[src/rtl/cosim_msg_serializer_pkg.sv]
// Shared types and sizing helpers for the cosim message serializer.
package cosim_msg_serializer_pkg;

  localparam int MSG_BITS_DEFAULT  = 1026;
  localparam int WORD_BITS_DEFAULT = 64;

  typedef enum logic {IDLE, SEND} state_e;

  function automatic int num_words(input int msg_bits, input int word_bits);
    return (msg_bits + word_bits - 1) / word_bits;
  endfunction

  // A single-word message still needs a 1-bit index port.
  function automatic int idx_bits(input int nwords);
    return (nwords <= 1) ? 1 : $clog2(nwords);
  endfunction

endpackage

[src/rtl/cosim_msg_serializer_if.sv]
// Wide message in / narrow word stream out, as seen between endpoint, serializer and sink.
interface cosim_msg_serializer_if
  import cosim_msg_serializer_pkg::*;
#(
  parameter int MSG_BITS  = MSG_BITS_DEFAULT,
  parameter int WORD_BITS = WORD_BITS_DEFAULT
);
  localparam int IDX_BITS = idx_bits(num_words(MSG_BITS, WORD_BITS));

  logic [MSG_BITS-1:0]  DataIn;
  logic                 DataInValid;
  logic                 DataInReady;
  logic [WORD_BITS-1:0] DataOut;
  logic                 DataOutValid;
  logic                 DataOutReady;
  logic                 DataOutLast;
  logic [IDX_BITS-1:0]  DataOutIdx;

  // master: endpoint plus downstream sink; slave: the serializer
  modport master (
    output DataIn, DataInValid, DataOutReady,
    input  DataInReady, DataOut, DataOutValid, DataOutLast, DataOutIdx
  );
  modport slave (
    input  DataIn, DataInValid, DataOutReady,
    output DataInReady, DataOut, DataOutValid, DataOutLast, DataOutIdx
  );
endinterface

[src/rtl/cosim_msg_serializer.sv]
// Splits one wide cosim DataOut message into LSB-first narrow words with idx/last tags.
module cosim_msg_serializer
  import cosim_msg_serializer_pkg::*;
#(
  parameter int MSG_BITS  = MSG_BITS_DEFAULT,
  parameter int WORD_BITS = WORD_BITS_DEFAULT
) (
  input  logic                      clk,
  input  logic                      rst,
  cosim_msg_serializer_if.slave     bus,
  output logic [31:0]               MsgCount
);
  localparam int NUM_WORDS = num_words(MSG_BITS, WORD_BITS);
  localparam int IDX_BITS  = idx_bits(NUM_WORDS);
  localparam int BUF_BITS  = NUM_WORDS * WORD_BITS;

  state_e                                state, nstate;
  logic [IDX_BITS-1:0]                   idx;
  logic [NUM_WORDS-1:0][WORD_BITS-1:0]   buffer;
  logic                                  last, out_fire, in_fire;

  assign last     = (idx == IDX_BITS'(NUM_WORDS - 1));
  assign out_fire = (state == SEND) && bus.DataOutReady;
  assign in_fire  = bus.DataInValid && bus.DataInReady;

  always_ff @(posedge clk or posedge rst) begin
    if (rst) state <= IDLE;
    else     state <= nstate;
  end

  // A new capture always lands in SEND, including the last-word overlap.
  always_comb begin
    nstate = state;
    case (state)
      IDLE:    if (in_fire) nstate = SEND;
      SEND:    if (out_fire && last) nstate = in_fire ? SEND : IDLE;
      default: nstate = IDLE;
    endcase
  end

  always_comb begin
    bus.DataInReady  = 1'b0;
    bus.DataOutValid = 1'b0;
    if (!rst) begin
      bus.DataInReady  = (state == IDLE) || (out_fire && last);
      bus.DataOutValid = (state == SEND);
    end
  end

  assign bus.DataOut     = buffer[idx];
  assign bus.DataOutIdx  = idx;
  assign bus.DataOutLast = last;

  // Upper pad bits of the final word come from the zero-extension on capture.
  always_ff @(posedge clk or posedge rst) begin
    if (rst) begin
      buffer   <= '0;
      idx      <= '0;
      MsgCount <= '0;
    end else begin
      if (in_fire) begin
        buffer <= BUF_BITS'(bus.DataIn);
        idx    <= '0;
      end else if (out_fire && !last) begin
        idx <= idx + 1'b1;
      end
      if (out_fire && last) MsgCount <= MsgCount + 32'd1;
    end
  end

endmodule

[src/flat_wrapper.sv]
// flat-port wrapper written by rule: the top's interface ports become plain ports
module cosim_msg_serializer_flat import cosim_msg_serializer_pkg::*;
#(
  parameter int MSG_BITS  = MSG_BITS_DEFAULT,
  parameter int WORD_BITS = WORD_BITS_DEFAULT
)
  (clk, rst, MsgCount, bus_DataIn, bus_DataInValid, bus_DataOutReady, bus_DataInReady, bus_DataOut, bus_DataOutValid, bus_DataOutLast, bus_DataOutIdx);
  cosim_msg_serializer_if #(.MSG_BITS(MSG_BITS), .WORD_BITS(WORD_BITS)) bus_i ();
  input  logic clk;
  input  logic rst;
  output logic [31:0] MsgCount;
  input wire logic [$bits(bus_i.DataIn)-1:0] bus_DataIn;
  input wire logic [$bits(bus_i.DataInValid)-1:0] bus_DataInValid;
  input wire logic [$bits(bus_i.DataOutReady)-1:0] bus_DataOutReady;
  output wire logic [$bits(bus_i.DataInReady)-1:0] bus_DataInReady;
  output wire logic [$bits(bus_i.DataOut)-1:0] bus_DataOut;
  output wire logic [$bits(bus_i.DataOutValid)-1:0] bus_DataOutValid;
  output wire logic [$bits(bus_i.DataOutLast)-1:0] bus_DataOutLast;
  output wire logic [$bits(bus_i.DataOutIdx)-1:0] bus_DataOutIdx;
  assign bus_i.DataIn = bus_DataIn;
  assign bus_i.DataInValid = bus_DataInValid;
  assign bus_i.DataOutReady = bus_DataOutReady;
  assign bus_DataInReady = bus_i.DataInReady;
  assign bus_DataOut = bus_i.DataOut;
  assign bus_DataOutValid = bus_i.DataOutValid;
  assign bus_DataOutLast = bus_i.DataOutLast;
  assign bus_DataOutIdx = bus_i.DataOutIdx;
  cosim_msg_serializer #(.MSG_BITS(MSG_BITS), .WORD_BITS(WORD_BITS)) u_core (.clk(clk), .rst(rst), .bus(bus_i), .MsgCount(MsgCount));
endmodule
[config.mk]
export PLATFORM = sky130hd
export DESIGN_NAME = cosim_msg_serializer_flat
export DESIGN_NICKNAME = d
export VERILOG_FILES = /design/src/rtl/cosim_msg_serializer_pkg.sv /design/src/rtl/cosim_msg_serializer_if.sv /design/src/rtl/cosim_msg_serializer.sv /design/src/flat_wrapper.sv
export SDC_FILE = /design/constraint.sdc
export NUM_CORES = 2
export LEC_CHECK = 0
export CAP_MARGIN = 40
export CORE_AREA = 4 4 433 435
export DETAILED_ROUTE_END_ITERATION = 8
export DIE_AREA = 0 0 437 439
export SLEW_MARGIN = 10
export SYNTH_ARGS = -nofsm -noshare
export SYNTH_HDL_FRONTEND = slang
export SYNTH_SLANG_ARGS = --single-unit
[constraint.sdc]
create_clock -name clk -period 69 [get_ports clk]
set_input_delay 6.9 -clock clk [delete_from_list [all_inputs] [get_ports clk]]
set_output_delay 6.9 -clock clk [all_outputs]
set_load 0.01 [all_outputs]
==> reports/summary.txt <==
Count of final max-slew check failures - 0
Levels on crit path - 5
CTS Buffer Depth - 3
Final Power - 3.11 mW
DR iter-0 viols - 2126
Leakage power - 27.7 nW
Antenna violations before repair - 82
Syn_nets - 4131
First-pass GRT wire length - 288000 µm
Routed Antenna Nets - 0
Area fraction of the dominant cell type after synthesis - 55.0%
CP startpoint - bus_DataOutReady
Critical path class - in2out
FMAX - 64.6 MHz
# IOs - 1134
H-Tree Depth - 4
Hold buffer count at CTS - 0
Syn_area_per_cell - 15.6 µm²
Vias/cell - 4.76
Maxcap violations - 0
Outcome - completed
Post-CTS Setup Bufs - 0
Largest net degree at the start of global routing - 178
Post-CTS Resized - 0
Max FO, Critical Path - 6
Fill count - 17600
Hold_sp - u_core.buffer[463]$_DFFE_PP0P_
Setup crit end - bus_DataInReady
Commonest non-fill, non-tap cell in the layout - clkdlybuf4s50_1
RSZ-0062 raised after global routing - no
Port bufs - 1133
Maximum vdd drop - 0.0293 mV
Hold crit path type - reg2reg
GPL Wtd Cong - 0.888
Die Height - 439 µm
Final clock skew - 0.0466 ns
Die X-Extent - 437 µm
Placed cell count - 6550
Final Critical Period - 15.48 ns
Fin crit share - 22.4%
Main area contributors after synthesis - dfrtp_1 (55%), mux2_1 (14%), mux2_2 (10%), mux4_2 (9.0%), mux2i_1 (2.6%)
Synth warn - 0
CP max-delay cell - clkdlybuf4s50_1
Routed length on met2 - 108000 µm
Drt wl/cell - 31.2 µm
Leading area contributor after synthesis - dfrtp_1
CTS Buf Count - 131
Worst setup SP type - input port
CP endpoint kind - output port
CTS Root Cell - clkbuf_16
# setup viols final - 0
Reg-to-reg endpoint - u_core.buffer[971]$_DFFE_PP0P_
Initial Util - 26.4%
CP required - 62.10 ns
R2r setup slk - 62.57 ns
Fin Setup TNS - 0 ns
Wire length on met1 - 84000 µm
Crit-path leading delay family - buffers and inverters
Reg2reg start - u_core.bus.DataOutIdx[0]$_DFFE_PP0P_
Mapped cell area - 48400 µm²
Area of the die - 192000 µm²
Reg2Reg Depth - 13
Netlist cell types - 38
HPWL Detailed - 169000 µm
GRT Overall Usage - 21.7%
CP peak stage delay - 0.58 ns
Register bit total from synthesis - 1064
Share of cells above drive strength 1 - 21.6%
Fin nets - 5252
Uppermost routed layer - met5
Final WL - 213000 µm
Drt drc - 0
Worst-path clk slew - 0.05 ns
Row Count - 157
Most used cell, CP - clkdlybuf4s50_1
Critical path, cell by cell - clkdlybuf4s50_1 > and2_1 > nand2_4 > a21oi_1 > clkdlybuf4s50_1
Latest clock arrival within the worst-skew pair - 0.79 ns
WP buf/inv - 2
Arrival time at the worst endpoint - 8.58 ns
GRT Residual Overflow - 0
Slew headroom - 28.0%
Pwr/cell area - 46.6 nW/µm²
Metal3 WL - 14100 µm
Slew @ Worst Pin - 1.08 ns
CTS tree - done
Gate Count Post-Synth - 3098
Clk sinks - 1064
Via count - 32500
Hold Fails Final Rpt - 0
Area growth, synth to finish - 37.9%
Most frequent cells in the layout - clkdlybuf4s50_1 (1133), dfrtp_1 (1061), mux2_1 (585)
Non-filler cells, final - 6823
TritonRoute pass-1 iters - 5
Core area - 183000 µm²
Vias in the first global route - 34500
Post-synthesis sequential area ratio - 55.0%
[synthesized netlist by cell type (all sizes together)]
cell / n
mux2i: 127
mux2: 1029
dfrtp: 1064
a22oi: 29
ha: 3
o31a: 1
nand2b: 1
mux4: 193
o21ai: 3
xor2: 8
nor2b: 4
and2: 5
a32oi: 35
nor2: 14
nand2: 115
or2: 1
a22o: 28
and3: 33
nand3: 12
nor3: 8
o211ai: 34
nand4bb: 1
a21oi: 3
clkbuf: 56
nand4: 57
and4: 4
buf: 168
inv: 7
xnor2: 27
a221o: 28
[layer usage]
metal / GRT usage (%) / vias up
met5: 0 / -
met4: 7.81 / 18
li1: - / 13900
met3: 5.42 / 259
met2: 37.1 / 1131
met1: 26.4 / 17200
[registers in the layout, indices dropped and copies added, names as in the netlist]
register,cells
u_core.MsgCount,32
u_core.buffer,1026
u_core.bus.DataOutIdx,5
u_core.state,1
[logic make-up (layout without fill, tap and decap cells)]
logic type | Yosys count | in the layout | synth area share [%]
other | 0 | 44 | 0
adders and majority gates | 3 | 3 | 0.0775
AOI/OAI and AO/OA | 161 | 161 | 2.80
muxes | 1349 | 1349 | 35.5
and+or+nand+nor | 255 | 255 | 2.67
DFF | 1064 | 1064 | 55.0
xor gates and xnor gates | 35 | 35 | 0.633
buffers and inverters | 231 | 1448 | 3.28
[layout make-up]
class / instances / area, µm² / area share (%)
sequential: 1064 / 26600 / 39.9
multi-input combinational: 1803 / 20200 / 30.3
timing repair buffer: 1212 / 12300 / 18.4
clock buffer: 189 / 3770 / 5.64
tap: 2464 / 3080 / 4.62
clock inverter: 40 / 611 / 0.914
antenna: 44 / 110 / 0.165
inverter: 7 / 33.8 / 0.0506
[worst min path at each step]
stage          cells after the start                        endpoint  slack, ns
3_3_place_gp                       1  u_core.buffer[477]$_DFFE_PP0P_       0.46
5_1_grt                            1  u_core.buffer[491]$_DFFE_PP0P_       0.49
3_5_place_dp                       1  u_core.buffer[678]$_DFFE_PP0P_       0.47
4_1_cts                            1  u_core.buffer[678]$_DFFE_PP0P_       0.48
2_1_floorplan                      1  u_core.buffer[640]$_DFFE_PP0P_       0.45
6_report                           1  u_core.buffer[463]$_DFFE_PP0P_       0.48
[where the power goes]
group	switching [mW]	total [mW]	internal (mW)	leakage (nW)
clock network	0.290	0.707	0.417	2.13
logic	0.691	1.31	0.617	12.4
registers	0.180	1.09	0.914	13.2
total	1.16	3.11	1.95	27.7
[metrics by stage]
step | util (%) | setup slack, ns | area (µm²) | hold WS (ns)
2_1_floorplan | - | 32.13 | 48400 | 0.452
3_3_place_gp | 33.8 | 53.50 | 61800 | 0.462
3_5_place_dp | 34.0 | 53.52 | 62300 | 0.469
4_1_cts | 36.4 | 53.52 | 66700 | 0.481
5_1_grt | 36.5 | 53.45 | 66800 | 0.489
6_report | 36.5 | 53.52 | 66800 | 0.478
Note: power is estimated with default switching activity, not from simulation.
